`src/rtl/lc3b_types.sv`:
```
// Shared L1 cache types: default index/tag widths, line size and way-array FSM states.
package lc3b_types;

  typedef logic [2:0] lc3b_l1_index;
  typedef logic [8:0] lc3b_l1_tag;

  localparam int L1_LINE_BYTES = 16;

  typedef enum logic {
    WAY_IDLE  = 1'b0,
    WAY_SWEEP = 1'b1
  } l1_way_state_e;

endpackage

```
`src/rtl/masked_line_ram.sv`:
```
// DEPTH x WIDTH line storage with per-byte write enables and a combinational read port.
module masked_line_ram #(
  parameter  int WIDTH  = 128,
  parameter  int DEPTH  = 8,
  localparam int IDX_W  = $clog2(DEPTH),
  localparam int NBYTES = WIDTH / 8
) (
  input  logic              clk,
  input  logic [IDX_W-1:0]  wr_index_i,
  input  logic [NBYTES-1:0] byte_we_i,
  input  logic [WIDTH-1:0]  wr_data_i,
  input  logic [IDX_W-1:0]  rd_index_i,
  output logic [WIDTH-1:0]  rd_data_o
);

  logic [WIDTH-1:0] mem_q [DEPTH];

  // Storage is deliberately left unreset; only the enabled bytes of the addressed line change.
  always_ff @(posedge clk) begin
    for (int b = 0; b < NBYTES; b++) begin
      if (byte_we_i[b]) begin
        mem_q[wr_index_i][8*b +: 8] <= wr_data_i[8*b +: 8];
      end
    end
  end

  assign rd_data_o = mem_q[rd_index_i];

endmodule

```
`src/rtl/l1_way_array.sv`:
```
// One L1 cache way: masked line data, tag, valid/dirty, 1-cycle read with write bypass,
// and a DEPTH-cycle invalidate-all sweep during which requests are refused.
module l1_way_array
  import lc3b_types::*;
#(
  parameter  int WIDTH = 128,
  parameter  int DEPTH = 8,
  parameter  int TAG_W = 9,
  localparam int IDX_W = $clog2(DEPTH)
) (
  input  logic               clk,
  input  logic               reset_n,
  input  logic               rd_en,
  input  logic [IDX_W-1:0]   rd_index,
  input  logic               wr_en,
  input  logic [IDX_W-1:0]   wr_index,
  input  logic [WIDTH-1:0]   wr_data,
  input  logic [WIDTH/8-1:0] wr_mask,
  input  logic [TAG_W-1:0]   wr_tag,
  input  logic               wr_dirty,
  input  logic               inv_all,
  output logic               ready,
  output logic               rd_valid_out,
  output logic [WIDTH-1:0]   rd_data,
  output logic [TAG_W-1:0]   rd_tag,
  output logic               rd_hitvalid,
  output logic               rd_dirty
);

  localparam int NBYTES = WIDTH / 8;

  l1_way_state_e    state_q, state_d;
  logic [IDX_W-1:0] ctr_q, ctr_d;
  logic             ready_q, ready_d;
  logic [DEPTH-1:0] valid_q, valid_d;
  logic [DEPTH-1:0] dirty_q, dirty_d;
  logic [TAG_W-1:0] tag_q [DEPTH];

  logic              rd_acc_s, wr_acc_s, bypass_s;
  logic [NBYTES-1:0] ram_we_s;
  logic [WIDTH-1:0]  ram_rdata_s, merged_s;
  logic [TAG_W-1:0]  rd_tag_s;
  logic              rd_hit_s, rd_dirty_s;

  logic              rd_valid_q;
  logic [WIDTH-1:0]  rd_data_q;
  logic [TAG_W-1:0]  rd_tag_q;
  logic              rd_hit_q, rd_dirty_q;

  assign rd_acc_s = rd_en & ready_q;
  assign wr_acc_s = wr_en & ready_q;
  assign bypass_s = rd_acc_s & wr_acc_s & (rd_index == wr_index);
  assign ram_we_s = wr_acc_s ? wr_mask : {NBYTES{1'b0}};

  masked_line_ram #(
    .WIDTH (WIDTH),
    .DEPTH (DEPTH)
  ) u_ram (
    .clk        (clk),
    .wr_index_i (wr_index),
    .byte_we_i  (ram_we_s),
    .wr_data_i  (wr_data),
    .rd_index_i (rd_index),
    .rd_data_o  (ram_rdata_s)
  );

  // Tag storage, unreset like the data lines.
  always_ff @(posedge clk) begin
    if (wr_acc_s) begin
      tag_q[wr_index] <= wr_tag;
    end
  end

  // Read view of the set: a same-index write overrides masked bytes, tag, valid and dirty.
  always_comb begin
    merged_s = ram_rdata_s;
    for (int b = 0; b < NBYTES; b++) begin
      if (bypass_s && wr_mask[b]) begin
        merged_s[8*b +: 8] = wr_data[8*b +: 8];
      end else begin
        merged_s[8*b +: 8] = ram_rdata_s[8*b +: 8];
      end
    end
    if (bypass_s) begin
      rd_tag_s   = wr_tag;
      rd_hit_s   = 1'b1;
      rd_dirty_s = wr_dirty;
    end else begin
      rd_tag_s   = tag_q[rd_index];
      rd_hit_s   = valid_q[rd_index];
      rd_dirty_s = dirty_q[rd_index];
    end
  end

  // Next-state: sweep sequencing plus valid/dirty updates from writes and the sweep.
  always_comb begin
    state_d = state_q;
    ctr_d   = ctr_q;
    valid_d = valid_q;
    dirty_d = dirty_q;
    case (state_q)
      WAY_IDLE: begin
        if (inv_all) begin
          state_d = WAY_SWEEP;
          ctr_d   = {IDX_W{1'b0}};
        end else begin
          state_d = WAY_IDLE;
        end
        if (wr_acc_s) begin
          valid_d[wr_index] = 1'b1;
          dirty_d[wr_index] = wr_dirty;
        end else begin
          valid_d = valid_q;
        end
      end
      WAY_SWEEP: begin
        valid_d[ctr_q] = 1'b0;
        dirty_d[ctr_q] = 1'b0;
        ctr_d          = ctr_q + IDX_W'(1);
        if (ctr_q == IDX_W'(DEPTH - 1)) begin
          state_d = WAY_IDLE;
        end else begin
          state_d = WAY_SWEEP;
        end
      end
      default: begin
        state_d = WAY_IDLE;
      end
    endcase
    ready_d = (state_d == WAY_IDLE);
  end

  // Control and valid/dirty state; reset aborts any sweep and invalidates every set at once.
  always_ff @(posedge clk or negedge reset_n) begin
    if (!reset_n) begin
      state_q <= WAY_IDLE;
      ctr_q   <= {IDX_W{1'b0}};
      ready_q <= 1'b1;
      valid_q <= {DEPTH{1'b0}};
      dirty_q <= {DEPTH{1'b0}};
    end else begin
      state_q <= state_d;
      ctr_q   <= ctr_d;
      ready_q <= ready_d;
      valid_q <= valid_d;
      dirty_q <= dirty_d;
    end
  end

  // Read output registers; payload holds its last value between read pulses.
  always_ff @(posedge clk or negedge reset_n) begin
    if (!reset_n) begin
      rd_valid_q <= 1'b0;
      rd_data_q  <= {WIDTH{1'b0}};
      rd_tag_q   <= {TAG_W{1'b0}};
      rd_hit_q   <= 1'b0;
      rd_dirty_q <= 1'b0;
    end else begin
      rd_valid_q <= rd_acc_s;
      if (rd_acc_s) begin
        rd_data_q  <= merged_s;
        rd_tag_q   <= rd_tag_s;
        rd_hit_q   <= rd_hit_s;
        rd_dirty_q <= rd_dirty_s;
      end
    end
  end

  assign ready        = ready_q;
  assign rd_valid_out = rd_valid_q;
  assign rd_data      = rd_data_q;
  assign rd_tag       = rd_tag_q;
  assign rd_hitvalid  = rd_hit_q;
  assign rd_dirty     = rd_dirty_q;

endmodule

```
`config.mk`:
```
export PLATFORM = sky130hd
export DESIGN_NAME = l1_way_array
export DESIGN_NICKNAME = d
export VERILOG_FILES = /design/src/rtl/lc3b_types.sv /design/src/rtl/masked_line_ram.sv /design/src/rtl/l1_way_array.sv
export SDC_FILE = /design/constraint.sdc
export NUM_CORES = 1
export LEC_CHECK = 0
export CAP_MARGIN = 10
export CORE_UTILIZATION = 55
export CTS_CLUSTER_SIZE = 28
export DETAILED_ROUTE_END_ITERATION = 8
export HOLD_SLACK_MARGIN = 0.06
export PLACE_DENSITY = 0.75
export RECOVER_POWER = 50
export SLEW_MARGIN = 20
export SYNTH_ARGS = -nofsm -noshare
export SYNTH_HDL_FRONTEND = slang
export SYNTH_HIERARCHICAL = 1
export SYNTH_SLANG_ARGS = --single-unit
```
`constraint.sdc`:
```
create_clock -name clk -period 4.1 [get_ports clk]
set_input_delay 0.615 -clock clk [delete_from_list [all_inputs] [get_ports clk]]
set_output_delay 0.615 -clock clk [all_outputs]
set_load 0.005 [all_outputs]
```
* Word level (Yosys, flattened, before mapping)
Memories as Yosys holds them, arrays and structs flattened. A register that Yosys moved wholly into a read port is not among the register bits.
Index checks and enable logic that the tools add are counted.
** Cells by class
- Add/subtract/negate cells :: 1
- Bitwise operators :: 10
- Reductions and logical operators :: 4
- $lt $le $gt $ge :: 5
- Multiplexer cells :: 55
- Eq/ne operators :: 4
** Operators by type and width (number)
- 1-bit 2-to-1 mux :: 42
- 8-bit one-hot mux with 2 select lines :: 2
- 8-bit AND :: 2
- 16-bit 2-to-1 mux :: 1
- 8-bit 2-to-1 mux :: 2
- 3-bit by 4-bit less-than comparator with 1-bit output (second input constant) :: 3
- 8-bit bitwise mux :: 1
- 8-bit NOT :: 1
- 8-bit OR :: 1
- 1-bit binary-select mux with 3-bit select :: 2
- 1-bit demux with 3-bit select :: 2
- 3-bit by 1-bit greater-or-equal comparator with 1-bit output (second input constant) :: 2
- 3-bit one-hot mux with 2 select lines :: 1
- 1-bit AND :: 4
- 2-bit != test (second input constant) :: 2
- 3-bit by 1-bit adder with 3-bit output (second input constant) :: 1
- 3-bit == test :: 1
- 3-bit == test (second input constant) :: 1
- 3-bit 2-to-1 mux :: 1
- 1-bit logical AND :: 2
- 1-bit logical NOT :: 2
- 1-bit NOT :: 2
- 1-bit one-hot mux with 2 select lines :: 1
** Word-level totals
- Logic and storage cells :: 89
- Output and inout bits :: 141
- Flip-flop bits (word level) :: 24
- Memories :: 2
- RAM bits :: 1096
** Memory list
- u_ram.mem_q :: depth 8, width 128, rd ports 1, clocked after memory_dff 1, wr ports 1, RTL line masked_line_ram.sv:16 : logic [WIDTH-1:0] mem_q [DEPTH];
- tag_q :: depth 8, width 9, rd ports 1, clocked after memory_dff 1, wr ports 1, RTL line l1_way_array.sv:37 : logic [TAG_W-1:0] tag_q [DEPTH];

* Depth between registers and ports, before layout
- Depth after elaboration :: 7
- Mapped depth :: 8

* By module
The synthesis kept the hierarchy.
** By module, submodules not included
- masked_line_ram :: times used 1, area each 39824.4 µm², cells an instance 1623, sequential area each 30749.5 µm²
- l1_way_array :: times used 1, area each 10719.0 µm², cells an instance 871, sequential area each 6192.2 µm²

* Worst setup path before layout
OpenSTA, ideal clock, no wires.
- Path type :: input -> register
- Start :: in wr_en
- End :: mem tag_q[0][0], enable pin
- Buffers on the path :: 2
- Arrival time :: 2.022 ns
- Library setup time :: 0.399 ns
- Required time :: 3.701 ns
- Cell stages on the path :: 4
- Path slack :: 1.679 ns
- Path through :: buf_2 > clkbuf_1 > nand2_1 > nor4_1
** Between the ends
- Word-level cells in the longest chain between the ends :: 3
** RTL lines
- from (decl) :: RTL line l1_way_array.sv:15 : input logic wr_en,
- 1-bit AND :: RTL line l1_way_array.sv:51 : assign wr_acc_s = wr_en & ready_q;
- 1-bit 2-to-1 mux :: RTL line l1_way_array.sv:69 : if (wr_acc_s) begin
- 1-bit 2-to-1 mux (not written as such) :: RTL line l1_way_array.sv:70 : tag_q[wr_index] <= wr_tag;
- to (decl) :: RTL line l1_way_array.sv:37
No other way between the ends.

* Final worst setup path
- Start :: reg ready_q (netlist: ready)
- End :: out ready
** RTL lines
- from (decl) :: RTL line l1_way_array.sv:34 : logic ready_q, ready_d;
- from (signal assigned) :: RTL line l1_way_array.sv:144 : ready_q <= ready_d;
- to (decl) :: RTL line l1_way_array.sv:22 : output logic ready,
No word-level cell between the ends.

==> results.toml <==
[routing]
ant_nets = 0
drt-wirelength-per-cell_um = 27.5
drc = 0
via_per_inst = 6.15
finalWirelength_mm = 114
dr.pass1.iters = 7
num_vias = 25400
drt_iter0_markers = 2325

[global_route]
antenna_found_initial = 35
grt_pass1_vias = 26400
grt_first_pass_wirelength_mm = 170
grt.overflow.total = 0
grt_start_max_net_pins = 101
grt_usage_pct = 24.7

[sta]
max_freq_ghz = 0.316
finalCritPeriodShare_pct = 77.3
tightest_slew_ps = 2430
tns_ps = 0
finalCriticalPeriod_ps = 3170
hold_violations = 0
clock_skew_ps = 23.9
setup-violations-final = 0
rsz0062_at_grt = "false"
whs_ps = 480
slew_viol_final = 76
slew_headroom_pct = -62.0

[yosys]
synth.area.top_cells = "edfxtp_1 65%, mux4_2 9.1%, dfrtp_1 7.9%"
syn_area_per_cell_um2 = 20.3
synth_area_um2 = 50500
syn_inst = 2494
synth-edff-count = 1096
syn_nets = 2661
synth.distinct_cells = 44
synth_flop_cell = "edfxtp_1"
yosys-top-cells-count = "1096 x edfxtp_1, 205 x mux4_2, 160 x dfrtp_1"
yosysMostFrequentCell = "edfxtp_1"
yosysTopAreaCellShare_pct = 65.1
synth_top_area_cell = "edfxtp_1"
synthArstFlopShare_pct = 12.8
yosys_warnings = 6
ys_ff_latch = 1257
ys_seq_area_share_pct = 73.1

[floorplanning]
dieArea_um2 = 93100
dieWidth_um = 305
rows = 110
initial_core_util_pct = 55.8
io_pins = 306
core-area_um2 = 90600
die_y_um = 305

[place]
io_buffers = 305
gp_routability_congestion = 0.823
place_hpwl_mm = 71.2

[setup_path]
worst_setup_path_end_kind = "primary output"
critPathSlowestCell = "dfstp_2"
cp-start-kind = "flip-flop"
worstPathMaxFanout = 33
worstSetupPathType = "flip-flop to primary output"
required_ps = 3480
cp.buffers_inverters = 1
arrival_ps = 2550
rrSetupSlack_ps = 1260
critPathTopFamily = "flip-flops"
cp_slowest_stage_delay_ps = 1110
path_cells = "clkdlybuf4s50_1"

[layout]
num-fill-cells = 5940
drive_gt1_share_pct = 20.6
fin_nets = 3007
area_growth_pct = 16.1

[worst_hold_path]
min_path_type = "flip-flop to flip-flop"

[clock_network]
clk_pin_slew_ps = 70
cts-root-buf = "clkbuf_16"
htreeDepth = 3
clock_latency_ps = 700
cts_buffer_depth = 3
cts_tree = "built"
cts_made_buffers = 121
cts_sinks = 1257
cts_resized = 0

[power]
p_leak_nw = 19.3
pwr_density_cell_nw_per_um2 = 522
irDropWorstVdd_mv = 0.351

[run]
drv_cap = 1

[run_status]
violations = "max-capacitance violations, max-slew violations"
status = "finished, violations left"
## layout by cell type (no fill, tap or decap), types with 4 or more instances in the layout
cell type        synthesis  final
nor2_1                 141    141
nand4_1                 17     17
mux2i_1                142    142
dfrtp_1                160    160
and3_1                  20     20
mux2_2                 129    129
clkbuf_8                13      7
nand2_1                 27     27
and3b_1                  4      4
bufinv_16                0     14
diode_2                  0     15
nor3_1                  13     12
a21oi_1                132    132
clkdlybuf4s50_1          0    139
clkinv_1                 0     15
o21ai_0                  4      4
dlygate4sd3_1            0    162
and2_1                 128    128
nor4_4                  16     16
clkbuf_16                0    124
mux4_2                 205    205
clkinv_2                 0     27
edfxtp_1              1096   1096
buf_4                    3     40
buf_12                   3      9
nand2b_1                 4      4
clkbuf_1                61     29
nor2b_1                  5      5
mux4_1                  72     72
nand3_1                  8      8
clkinvlp_4               0      9
a221o_1                  9      9
## path summary, 6_finish.rpt
path / endpoint / cells after the start / start
setup / recovery: ready / 1 / ready
hold / removal: valid_q[4] / 2 / valid_q[4]
setup reg to reg: rd_data[80] / 5 / ready
hold reg to reg: valid_q[4] / 2 / valid_q[4]
max in group asynchronous: rd_data[18] / 3 / reset_n
min in group asynchronous: rd_data[87] / 2 / reset_n
## routing by layer
layer	share of wire, %	vias to the layer above	track usage, %
met4	2.5	18	7.23
li1	-	10900	-
met2	50	975	40.7
met1	40	13400	34.1
met3	7.3	203	4.51
met5	0.10	-	0
## cell families after synthesis
group,after synthesis,synth area share [%]
xor gates and xnor gates,3,0.163
muxes,548,18.6
adders and majority gates,2,0.0495
buffers and inverters,138,1.99
and+or+nand+nor,394,4.50
AOI/OAI and AO/OA,152,1.64
DFF,1257,73.1
## stage by stage
step                      power [mW]  area [µm²]  setup WS [ps]  util (%)  cells
after global placement          19.6       54600            682      60.3   3892
after detailed placement        19.8       54600            574      60.3   3892
after CTS                       31.0       58700            933      64.8   4123
final                           30.7       58700            931      64.8   4138
after floorplan                 17.2       50500           1680         -   2494
after global routing            31.7       58700            882      64.8   4126
## sequential cells by signal (all words and copies together) (netlist names), 3 cells and up
signal / flops
rd_tag: 9
tag_q: 72
valid_q: 8
rd_data: 128
dirty_q: 8
u_ram/mem_q: 1024
ctr_q: 3
## worst min-delay path: stages, from the launching register on
cell     delay (ps)
dfrtp_1         340
nand2_1          50
nand2_1          60
## repair_timing
item / 4_1_cts / 5_1_grt
buffers inserted: 0 / 0
setup endpoints to repair: 0 / 0
hold endpoints to repair: 73 / 0
hold buffers: 1 / 0
## cell type report
type                    instances  area (µm²)  area share, %
diodes                         15        37.5         0.0639
clock buffers                 157        3300           5.62
clock inverters                73         759           1.29
inverters                       3        18.8         0.0320
multi-input cells            1099       12600           21.5
flip-flops and latches       1257       36900           62.9
well taps                    1176        1470           2.51
repair buffers                358        3560           6.06
## power breakdown
group	internal, mW	switching [mW]	leakage [nW]	total [mW]
combinational	2.12	1.89	5.67	4.01
clock	6.55	4.69	1.98	11.2
sequential	14.8	0.661	11.7	15.4
Power figures use the tool's default switching activity.
==> RTL change: new RTL, same flow settings <==
`TAG_W`: 9 -> 11.
--- a/src/rtl/l1_way_array.sv
+++ b/src/rtl/l1_way_array.sv
@@ -5,7 +5,7 @@
 #(
   parameter  int WIDTH = 128,
   parameter  int DEPTH = 8,
-  parameter  int TAG_W = 9,
+  parameter  int TAG_W = 11,
   localparam int IDX_W = $clog2(DEPTH)
 ) (
   input  logic               clk,
Interface: changed (resized rd_tag and wr_tag); port bits go from 306 to 310. No check against the original RTL was run, so the function may have changed too.
==> RTL change against the original RTL <==
The flow still finishes with violations (max-capacitance violations, max-slew violations). Combinational power rose by 3%. Sequential cell count rose by 18. Non-clock buffer count rose by 14. First-iteration DRC count rose by 0.90%. Power rose by 3.5%. Setup slack improved by 0.082 ns. Register-to-register slack improved by 0.12 ns. Via count rose by 2.0%. Hold slack got worse by 0.00071 ns. Design area rose by 2.1%. Cell count rose by 3.1%. Area after synthesis rose by 1.5%. Routed wire length rose by 1.5%.
==> RTL change: results (changes against the original RTL) <==
net switching component of the power: 0.00771 W (was 0.00724 W)
number of pins exceeding their max-slew limit in the final report: 63 (was 76)
violated checks: max-capacitance violations, max-slew violations (unchanged)
CP peak stage delay: 1.38 ns (was 1.11 ns)
run status: complete, but fails checks (unchanged)
xor and xnor fraction of the mapped netlist area: 0.00161 (was 0.00163)
proportion of synthesized flip-flops having asynchronous set or reset: 0.128 (about the same)
total vias in the final route: 26.0k (was 25.4k)
Power Density: 529 nW/um^2 (was 522 nW/um^2)
quantity of I/O buffers inserted on ports: 309 (was 305)
FILL cells: 5963 (was 5940)
data arrival at the endpoint of the critical path: 3.77 ns (was 2.55 ns)
leading post-synthesis cells by cell area: sky130_fd_sc_hd__edfxtp_1 (65%), sky130_fd_sc_hd__mux4_2 (9.2%), sky130_fd_sc_hd__dfrtp_1 (7.9%) (was sky130_fd_sc_hd__edfxtp_1 (65%), sky130_fd_sc_hd__mux4_2 (9.1%), sky130_fd_sc_hd__dfrtp_1 (7.9%))
nets: 3061 (was 3007)
cell total after placement: 4001 (was 3892)
number of design-rule violations left by the first detailed-router iteration: 2346 (was 2325)
antenna violations before repair: 47 (was 35)
clock buffers created by TritonCTS: 131 (was 121)
Adder-Cell Fraction of Synth Area: 0.000488 (was 0.000495)
portion of the post-synthesis area used by sequential elements: 0.731 (about the same)
H-tree depth: 4 (was 3)
worst-case clock skew: 0.0215 ns (was 0.0239 ns)
overall routing resource usage: 0.249 (was 0.247)
MaxCap Viol Count: 1 (unchanged)
highest fanout seen on the critical path: 64 (was 33)
placer's final routability congestion estimate: 0.803 (was 0.823)
number of iterations in the first detailed-routing pass: 5 (was 7)
fraction of synthesized area in multiplexers: 0.186 (about the same)
syn nets: 2697 (was 2661)
synthesized-area fraction occupied by ao, oa, aoi and oai cells: 0.0173 (was 0.0164)
transition at the pin with the smallest max-transition slack: 1.97 ns (was 2.43 ns)
leakage power: 19.7 nW (was 19.3 nW)
RTL change: cell count changes after synthesis, sizes merged, moves of 4 or more:
cell | before | now
edfxtp | 1096 | 1112
o21ai | 4 | 14
nand2 | 27 | 18
mux2i | 142 | 147
buf | 60 | 64
mux4 | 277 | 281
RTL change: worst reg2reg max path: stages, from the launching register on:
cell                      delay [ns]
sky130_fd_sc_hd__dfstp_2        1.04
sky130_fd_sc_hd__nand4_1        0.30
sky130_fd_sc_hd__nor4_4         0.64
sky130_fd_sc_hd__buf_4          0.27
sky130_fd_sc_hd__mux2i_1        0.21
sky130_fd_sc_hd__a21oi_1        0.10
RTL change: per-layer routing:
metal,track usage,vias to the layer above,routed length [um],part of all wire
li1,-,11100,-,-
met1,0.343,13500,46000,0.40
met2,0.389,1149,55900,0.48
met3,0.0586,235,9620,0.083
met4,0.0987,30,3840,0.033
met5,0,-,171,0.0015
RTL change: cell type report:
class / count / area (um^2) / share of cell area
inverters: 3 / 18.8 / 0.000313
clock buffers: 169 / 3510 / 0.0586
flip-flops and latches: 1275 / 37500 / 0.625
multi-input cells: 1109 / 12800 / 0.214
repair buffers: 372 / 3710 / 0.0619
well taps: 1243 / 1560 / 0.0259
clock inverters: 72 / 790 / 0.0132
diodes: 22 / 55.1 / 0.000918
RTL change: final timing paths:
kind | startpoint | endpoint | slack, ns | cells after the start
min | valid_q[1] | valid_q[1] | 0.48 | 2
max reg2reg | ready | rd_data[87] | 1.38 | 5
max | reset_n | rd_data[108] | 1.01 | 3
min in group asynchronous | reset_n | rd_tag[5] | 0.98 | 2
max in group clk | ready | ready | 1.05 | 1
min reg2reg | valid_q[1] | valid_q[1] | 0.48 | 2
